===== config.mk =====
export PLATFORM = sky130hd
export DESIGN_NAME = axis_ddr3_writer_flat
export DESIGN_NICKNAME = d
export VERILOG_FILES = /design/src/rtl/axis_ddr3_writer_if.sv /design/src/rtl/axis_ddr3_writer.sv /design/src/flat_wrapper.sv
export SDC_FILE = /design/constraint.sdc
export NUM_CORES = 1
export LEC_CHECK = 0
export BUFFER_PORTS_ARGS = -buffer_cell sky130_fd_sc_hd__buf_2
export CAP_MARGIN = 10
export CORE_MARGIN = 3
export CORE_UTILIZATION = 55
export DETAILED_ROUTE_END_ITERATION = 7
export GPL_TIMING_DRIVEN = 1
export PLACE_DENSITY_LB_ADDON = 0.3
export SYNTH_ARGS = -nofsm -noshare
export SYNTH_HDL_FRONTEND = slang
export SYNTH_SLANG_ARGS = --single-unit

===== constraint.sdc =====
create_clock -name clock -period 5.15 [get_ports clock]
set_clock_uncertainty 0.15 [all_clocks]
set_input_delay 0.7725 -clock clock [delete_from_list [all_inputs] [get_ports clock]]
set_output_delay 0.7725 -clock clock [all_outputs]
set_load 0.01 [all_outputs]

===== src/rtl/axis_ddr3_writer_if.sv =====
// Stream input plus AXI4 write-channel bundle for the capture-path writer.
// master is the writer's view; slave is the view of whatever sits on the other side.
interface axis_ddr3_writer_if;
    logic        s_tvalid;
    logic        s_tready;
    logic [31:0] s_tdata;

    logic        awvalid;
    logic        awready;
    logic [31:0] awaddr;
    logic [3:0]  awid;
    logic [7:0]  awlen;
    logic [1:0]  awburst;

    logic        wvalid;
    logic        wready;
    logic [31:0] wdata;
    logic [3:0]  wstrb;
    logic        wlast;

    logic        bvalid;
    logic        bready;
    logic [1:0]  bresp;
    logic [3:0]  bid;

    modport master (
        input  s_tvalid, s_tdata,
        output s_tready,
        output awvalid, awaddr, awid, awlen, awburst,
        input  awready,
        output wvalid, wdata, wstrb, wlast,
        input  wready,
        input  bvalid, bresp, bid,
        output bready
    );

    modport slave (
        output s_tvalid, s_tdata,
        input  s_tready,
        input  awvalid, awaddr, awid, awlen, awburst,
        output awready,
        input  wvalid, wdata, wstrb, wlast,
        output wready,
        output bvalid, bresp, bid,
        input  bready
    );
endinterface


===== src/rtl/axis_ddr3_writer.sv =====
// Buffers a 32-bit sample stream and writes it as fixed-length AXI4 INCR bursts
// into a circular DDR3 region, one burst outstanding at a time.
module axis_ddr3_writer #(
    parameter logic [31:0] BASE_ADDR  = 32'h0000_0000,
    parameter int          BUF_BYTES  = 65536,
    parameter int          BURST_LEN  = 16,
    parameter int          FIFO_DEPTH = 32,
    parameter logic [3:0]  AXI_ID     = 4'h0
) (
    input  logic                       clock,
    input  logic                       reset,
    input  logic                       enable_i,
    axis_ddr3_writer_if.master         bus,
    output logic [31:0]                wr_ptr_o,
    output logic                       wrap_o,
    output logic                       err_o,
    output logic                       busy_o
);

    localparam int PTR_W  = $clog2(FIFO_DEPTH);
    localparam int CNT_W  = PTR_W + 1;
    localparam int BEAT_W = $clog2(BURST_LEN);

    localparam logic [31:0]       BURST_BYTES = 32'(BURST_LEN * 4);
    localparam logic [31:0]       BUF_MASK    = 32'(BUF_BYTES - 1);
    localparam logic [CNT_W-1:0]  DEPTH_CNT   = CNT_W'(FIFO_DEPTH);
    localparam logic [CNT_W-1:0]  BURST_CNT   = CNT_W'(BURST_LEN);
    localparam logic [BEAT_W-1:0] LAST_BEAT   = BEAT_W'(BURST_LEN - 1);

    typedef enum logic [1:0] {IDLE, ADDR, DATA, RESP} state_t;

    // ---------------- stream FIFO ----------------
    logic [31:0]      mem [FIFO_DEPTH];
    logic [PTR_W-1:0] wr_idx_reg;
    logic [PTR_W-1:0] rd_idx_reg;
    logic [PTR_W-1:0] rd_idx_next;
    logic [CNT_W-1:0] count_reg;
    logic [31:0]      head_reg;
    logic             push;
    logic             pop;

    logic             aw_valid;
    logic             w_valid;
    logic             b_ready;

    assign bus.s_tready = (count_reg < DEPTH_CNT);
    assign push         = bus.s_tvalid & bus.s_tready;
    assign pop          = w_valid & bus.wready;
    assign rd_idx_next  = pop ? rd_idx_reg + PTR_W'(1) : rd_idx_reg;

    always_ff @(posedge clock) begin
        if (push) begin
            mem[wr_idx_reg] <= bus.s_tdata;
        end
    end

    // Registered read of the next head; a word written into the slot that becomes
    // the head on this same edge is forwarded so the head is never stale.
    always_ff @(posedge clock) begin
        if (push && (wr_idx_reg == rd_idx_next)) begin
            head_reg <= bus.s_tdata;
        end else begin
            head_reg <= mem[rd_idx_next];
        end
    end

    always_ff @(posedge clock) begin
        if (reset) begin
            wr_idx_reg <= '0;
            rd_idx_reg <= '0;
            count_reg  <= '0;
        end else begin
            if (push) begin
                wr_idx_reg <= wr_idx_reg + PTR_W'(1);
            end
            rd_idx_reg <= rd_idx_next;
            case ({push, pop})
                2'b10:   count_reg <= count_reg + CNT_W'(1);
                2'b01:   count_reg <= count_reg - CNT_W'(1);
                default: count_reg <= count_reg;
            endcase
        end
    end

    // ---------------- burst FSM ----------------
    state_t            state_reg;
    state_t            state_next;
    logic [BEAT_W-1:0] beat_reg;
    logic [BEAT_W-1:0] beat_next;
    logic [31:0]       wr_ptr_reg;
    logic [31:0]       wr_ptr_next;
    logic [31:0]       wr_ptr_adv;
    logic              wrap_reg;
    logic              wrap_next;
    logic              err_reg;
    logic              err_next;

    assign wr_ptr_adv = (wr_ptr_reg + BURST_BYTES) & BUF_MASK;

    always_ff @(posedge clock) begin
        if (reset) begin
            state_reg  <= IDLE;
            beat_reg   <= '0;
            wr_ptr_reg <= '0;
            wrap_reg   <= 1'b0;
            err_reg    <= 1'b0;
        end else begin
            state_reg  <= state_next;
            beat_reg   <= beat_next;
            wr_ptr_reg <= wr_ptr_next;
            wrap_reg   <= wrap_next;
            err_reg    <= err_next;
        end
    end

    always_comb begin
        state_next  = state_reg;
        beat_next   = beat_reg;
        wr_ptr_next = wr_ptr_reg;
        wrap_next   = 1'b0;
        err_next    = err_reg;
        aw_valid    = 1'b0;
        w_valid     = 1'b0;
        b_ready     = 1'b0;
        case (state_reg)
            IDLE: begin
                // A burst only starts once the whole burst is buffered, so W never stalls on data.
                if (enable_i && (count_reg >= BURST_CNT)) begin
                    state_next = ADDR;
                end
            end
            ADDR: begin
                aw_valid = 1'b1;
                if (bus.awready) begin
                    state_next = DATA;
                    beat_next  = '0;
                end
            end
            DATA: begin
                w_valid = 1'b1;
                if (bus.wready) begin
                    if (beat_reg == LAST_BEAT) begin
                        state_next = RESP;
                        beat_next  = '0;
                    end else begin
                        beat_next = beat_reg + BEAT_W'(1);
                    end
                end
            end
            RESP: begin
                b_ready = 1'b1;
                if (bus.bvalid) begin
                    if (bus.bresp != 2'b00) begin
                        err_next = 1'b1;
                    end
                    wr_ptr_next = wr_ptr_adv;
                    wrap_next   = (wr_ptr_adv == 32'd0);
                    state_next  = IDLE;
                end
            end
            default: begin
                state_next = IDLE;
            end
        endcase
    end

    // ---------------- outputs ----------------
    assign bus.awvalid = aw_valid;
    assign bus.awaddr  = BASE_ADDR + wr_ptr_reg;
    assign bus.awid    = AXI_ID;
    assign bus.awlen   = 8'(BURST_LEN - 1);
    assign bus.awburst = 2'b01;
    assign bus.wvalid  = w_valid;
    assign bus.wdata   = head_reg;
    assign bus.wstrb   = 4'hF;
    assign bus.wlast   = w_valid & (beat_reg == LAST_BEAT);
    assign bus.bready  = b_ready;

    assign wr_ptr_o = wr_ptr_reg;
    assign wrap_o   = wrap_reg;
    assign err_o    = err_reg;
    assign busy_o   = (state_reg != IDLE);

    // Response ID carries no information with a single outstanding burst.
    logic unused_bid;
    assign unused_bid = ^bus.bid;

endmodule


===== src/flat_wrapper.sv =====
// flat-port wrapper written by rule: the top's interface ports become plain ports
module axis_ddr3_writer_flat 
#(
    parameter logic [31:0] BASE_ADDR  = 32'h0000_0000,
    parameter int          BUF_BYTES  = 65536,
    parameter int          BURST_LEN  = 16,
    parameter int          FIFO_DEPTH = 32,
    parameter logic [3:0]  AXI_ID     = 4'h0
)
  (clock, reset, enable_i, wr_ptr_o, wrap_o, err_o, busy_o, bus_s_tvalid, bus_s_tdata, bus_s_tready, bus_awvalid, bus_awaddr, bus_awid, bus_awlen, bus_awburst, bus_awready, bus_wvalid, bus_wdata, bus_wstrb, bus_wlast, bus_wready, bus_bvalid, bus_bresp, bus_bid, bus_bready);
  axis_ddr3_writer_if bus_i ();
  input  logic clock;
  input  logic reset;
  input  logic enable_i;
  output logic [31:0] wr_ptr_o;
  output logic wrap_o;
  output logic err_o;
  output logic busy_o;
  input wire logic [$bits(bus_i.s_tvalid)-1:0] bus_s_tvalid;
  input wire logic [$bits(bus_i.s_tdata)-1:0] bus_s_tdata;
  output wire logic [$bits(bus_i.s_tready)-1:0] bus_s_tready;
  output wire logic [$bits(bus_i.awvalid)-1:0] bus_awvalid;
  output wire logic [$bits(bus_i.awaddr)-1:0] bus_awaddr;
  output wire logic [$bits(bus_i.awid)-1:0] bus_awid;
  output wire logic [$bits(bus_i.awlen)-1:0] bus_awlen;
  output wire logic [$bits(bus_i.awburst)-1:0] bus_awburst;
  input wire logic [$bits(bus_i.awready)-1:0] bus_awready;
  output wire logic [$bits(bus_i.wvalid)-1:0] bus_wvalid;
  output wire logic [$bits(bus_i.wdata)-1:0] bus_wdata;
  output wire logic [$bits(bus_i.wstrb)-1:0] bus_wstrb;
  output wire logic [$bits(bus_i.wlast)-1:0] bus_wlast;
  input wire logic [$bits(bus_i.wready)-1:0] bus_wready;
  input wire logic [$bits(bus_i.bvalid)-1:0] bus_bvalid;
  input wire logic [$bits(bus_i.bresp)-1:0] bus_bresp;
  input wire logic [$bits(bus_i.bid)-1:0] bus_bid;
  output wire logic [$bits(bus_i.bready)-1:0] bus_bready;
  assign bus_i.s_tvalid = bus_s_tvalid;
  assign bus_i.s_tdata = bus_s_tdata;
  assign bus_s_tready = bus_i.s_tready;
  assign bus_awvalid = bus_i.awvalid;
  assign bus_awaddr = bus_i.awaddr;
  assign bus_awid = bus_i.awid;
  assign bus_awlen = bus_i.awlen;
  assign bus_awburst = bus_i.awburst;
  assign bus_i.awready = bus_awready;
  assign bus_wvalid = bus_i.wvalid;
  assign bus_wdata = bus_i.wdata;
  assign bus_wstrb = bus_i.wstrb;
  assign bus_wlast = bus_i.wlast;
  assign bus_i.wready = bus_wready;
  assign bus_i.bvalid = bus_bvalid;
  assign bus_i.bresp = bus_bresp;
  assign bus_i.bid = bus_bid;
  assign bus_bready = bus_i.bready;
  axis_ddr3_writer #(.BASE_ADDR(BASE_ADDR), .BUF_BYTES(BUF_BYTES), .BURST_LEN(BURST_LEN), .FIFO_DEPTH(FIFO_DEPTH), .AXI_ID(AXI_ID)) u_core (.clock(clock), .reset(reset), .enable_i(enable_i), .bus(bus_i), .wr_ptr_o(wr_ptr_o), .wrap_o(wrap_o), .err_o(err_o), .busy_o(busy_o));
endmodule

==> impl_metrics.py <==
metrics = {
    "final_layout": {
        "fin_cells": 3034,
        "layout-drive-gt1-share": 0.338,
        "area_growth_pct": 12.5,
        "nNetsFinal": 2042,
        "final_cell_mix": "edfxtp_1 (1024), mux4_2 (320), clkbuf_16 (103)",
        "largest_reg_flops": 1024,
        "fillers": 4914,
        "layout_commonest_cell": "edfxtp_1",
    },
    "pwr": {
        "p_leak_nw": 14.4,
        "power_density_mw_per_mm2": 374,
        "p_total_mw": 17.5,
        "ir_worst_vdd_v": 0.000276,
    },
    "clocking": {
        "cts_buffers": 103,
        "cts-root-buf": "clkbuf_16",
        "clock_sinks": 1063,
        "htreeDepth": 3,
        "cts_resized": 0,
        "cts_setup_buffers": 0,
        "cts_hold_buffers": 0,
        "cts_tree": "done",
        "cts.clk_slew.worst_paths_ps": 60,
        "worstSkewPairLatency_ps": 630,
        "cts_buffer_depth": 3,
    },
    "outcome": {
        "status": "finished clean",
    },
    "sta": {
        "finalCritPeriodShare": 0.832,
        "finalMaxSlewViolations": 0,
        "clock.fmax_ghz": 0.233,
        "slew-limit-headroom": 0.343,
        "whs_ps": 291,
        "fin_crit_ps": 4280,
        "rsz0062_at_grt": "false",
        "hold_viol_final": 0,
        "setup_viol": 0,
        "setup_tns_ps": 0,
        "worst_slew_pin_slew_ps": 986,
        "worst_slack_ps": 865,
    },
    "setup_path": {
        "r2r-end": "u_core.count_reg[4]$_SDFFE_PP0P_",
        "crit_chain": "buf_4 -> mux4_2 -> mux4_2 -> mux2_2 -> buf_2",
        "path_buf_inv": 2,
        "cp_top_family": "multiplexers",
        "rr_startpoint": "u_core.state_reg[0]$_SDFFE_PP0P_",
        "path_max_fanout": 35,
        "max_stage_delay_ps": 620,
        "crit_arrival_ps": 3360,
        "worst_ep_required_time_ps": 4230,
        "rrSetupSlack_ps": 1430,
        "r2r_cells": 12,
        "worstSetupPathType": "reg2out",
        "cp-start-kind": "register",
        "cp-end-kind": "output port",
        "path_common_cell": "mux4_2",
        "cp_slowest_cell": "buf_4",
    },
    "yosys": {
        "syn_avg_cell_area_um2": 22.8,
        "synth_cell_types": 45,
        "synth_area_mm2": 0.0415,
        "synth_edf_count": 1024,
        "seq_area_frac_synth": 0.761,
        "yosysWarnings": 0,
        "ys.flop_type": "edfxtp_1",
        "async_reset_ff_frac": 0,
        "synth-seq-cells": 1063,
        "synth_cells": 1819,
    },
    "place": {
        "port_buffers": 100,
        "post-place-ws_ps": 1450,
        "gp_congestion": 0.777,
        "place_hpwl_um": 48400,
        "place_inst": 2847,
    },
    "routing": {
        "drtPass1Iterations": 5,
        "antenna_left": 0,
        "vias": 19000,
        "drcViolationCount": 0,
        "routed_wl_um": 89800,
        "drt-initial-drc-count": 2076,
        "wl_per_cell_um": 29.6,
        "via_per_inst": 6.27,
    },
    "hold_path": {
        "hold_depth": 5,
        "min_from": "bus_bresp[0]",
        "hold_class": "in2reg",
        "holdPathEnd": "u_core.err_o$_SDFFE_PP0P_",
    },
    "die": {
        "io-pin-count": 167,
        "fp.dieW_um": 281,
        "die_h_um": 281,
        "initial_utilization": 0.556,
        "rows": 100,
        "fp.coreArea_mm2": 0.0746,
        "dieArea_mm2": 0.0787,
    },
    "global_route": {
        "grt_pass1_wl_um": 132000,
        "first_global_vias": 19600,
        "antenna_found_initial": 5,
        "track_usage": 0.234,
        "grt_start_max_net_pins": 101,
        "gr-total-overflow": 0,
    },
    "flow_run": {
        "maxCapViolCount": 0,
    },
}
-- kinds of logic after synthesis --
logic type	Yosys count	synth area share
adder cells (fa/ha/maj)	14	0.00423
multiplexers	357	0.184
other	2	0.000181
AND/OR/NAND/NOR	151	0.0176
flip-flops	1063	0.761
XOR/XNOR	18	0.00380
buffers and inverters	170	0.0235
AO/OA/AOI/OAI	44	0.00619
-- synth_stat cells (2+ instances only) --
library cell / count / share of area
buf_2: 23 / 0.0028
nor2b_1: 13 / 0.0020
ha_1: 14 / 0.0042
xor2_1: 9 / 0.0019
nor3b_1: 2 / 0.00036
nor2_1: 61 / 0.0055
o21ai_0: 12 / 0.0014
nor4b_1: 2 / 0.00042
edfxtp_1: 1024 / 0.74
clkbuf_1: 40 / 0.0036
mux4_2: 320 / 0.17
mux2_2: 35 / 0.0095
nor3_1: 10 / 0.0012
dfxtp_1: 39 / 0.019
nand2_1: 25 / 0.0023
nand3b_1: 4 / 0.00072
buf_6: 3 / 0.00081
conb_1: 2 / 0.00018
a21o_1: 2 / 0.00036
xnor2_1: 9 / 0.0019
a31oi_1: 2 / 0.00030
nand4_1: 6 / 0.00091
a21oi_1: 19 / 0.0023
nand3_1: 12 / 0.0014
buf_1: 18 / 0.0016
or3_1: 7 / 0.0011
mux2i_1: 2 / 0.00048
inv_1: 9 / 0.00081
or3b_2: 3 / 0.00063
or2_2: 2 / 0.00030
buf_4: 76 / 0.014
-- worst register-to-register path: stages (launching register included) --
cell,delay [ps]
dfxtp_1,360
inv_1,110
ha_1,330
nand2_1,320
clkinv_1,380
ha_1,480
xor2_1,230
ha_1,270
nand2_1,80
nor2_1,40
o21ai_0,260
o22ai_1,130
or3b_2,470
-- layout make-up --
type | instances | area [um^2] | share of cell area
multi-input cells | 646 | 9410 | 0.202
flip-flops and latches | 1063 | 31500 | 0.676
well taps | 969 | 1210 | 0.0260
repair buffers | 159 | 1170 | 0.0251
inverters | 10 | 37.5 | 0.000805
diodes | 2 | 5.00 | 0.000107
clock inverters | 59 | 584 | 0.0125
clock buffers | 126 | 2680 | 0.0575
-- routing by layer --
| layer | GRT usage | wire (um) | vias up |
|---|---|---|---|
| met5 | 0 | 13 | - |
| met4 | 0.0753 | 2440 | 2 |
| met3 | 0.0446 | 6960 | 142 |
| met2 | 0.385 | 46000 | 890 |
| met1 | 0.321 | 34400 | 10100 |
| li1 | - | - | 7845 |
-- metrics by stage --
| stage | instance area, um^2 | util |
|---|---|---|
| 2_1_floorplan | 41700 | - |
| 3_3_place_gp | 43400 | 0.582 |
| 3_5_place_dp | 43400 | 0.582 |
| 4_1_cts | 46600 | 0.625 |
| 5_1_grt | 46600 | 0.626 |
| 6_report | 46600 | 0.626 |
-- report_power, final --
part           switching [mW]  internal, mW
clock network            3.11          4.20
registers              0.0248          9.53
logic                   0.357         0.228
-- worst max-delay path by stage --
stage	startpoint	end	slack (ps)	cells past startpoint
after global routing	register	bus_wdata[0]	680	5
final	register	bus_wdata[0]	870	5
after CTS	register	bus_wdata[0]	760	5
after global placement	register	bus_wdata[0]	1470	5
after floorplan	bus_s_tvalid	u_core.mem[23][0]$_DFFE_PP_	670	4
after detailed placement	bus_wready	u_core.count_reg[4]$_SDFFE_PP0P_	1450	11
Power figures use the tool's default switching activity.
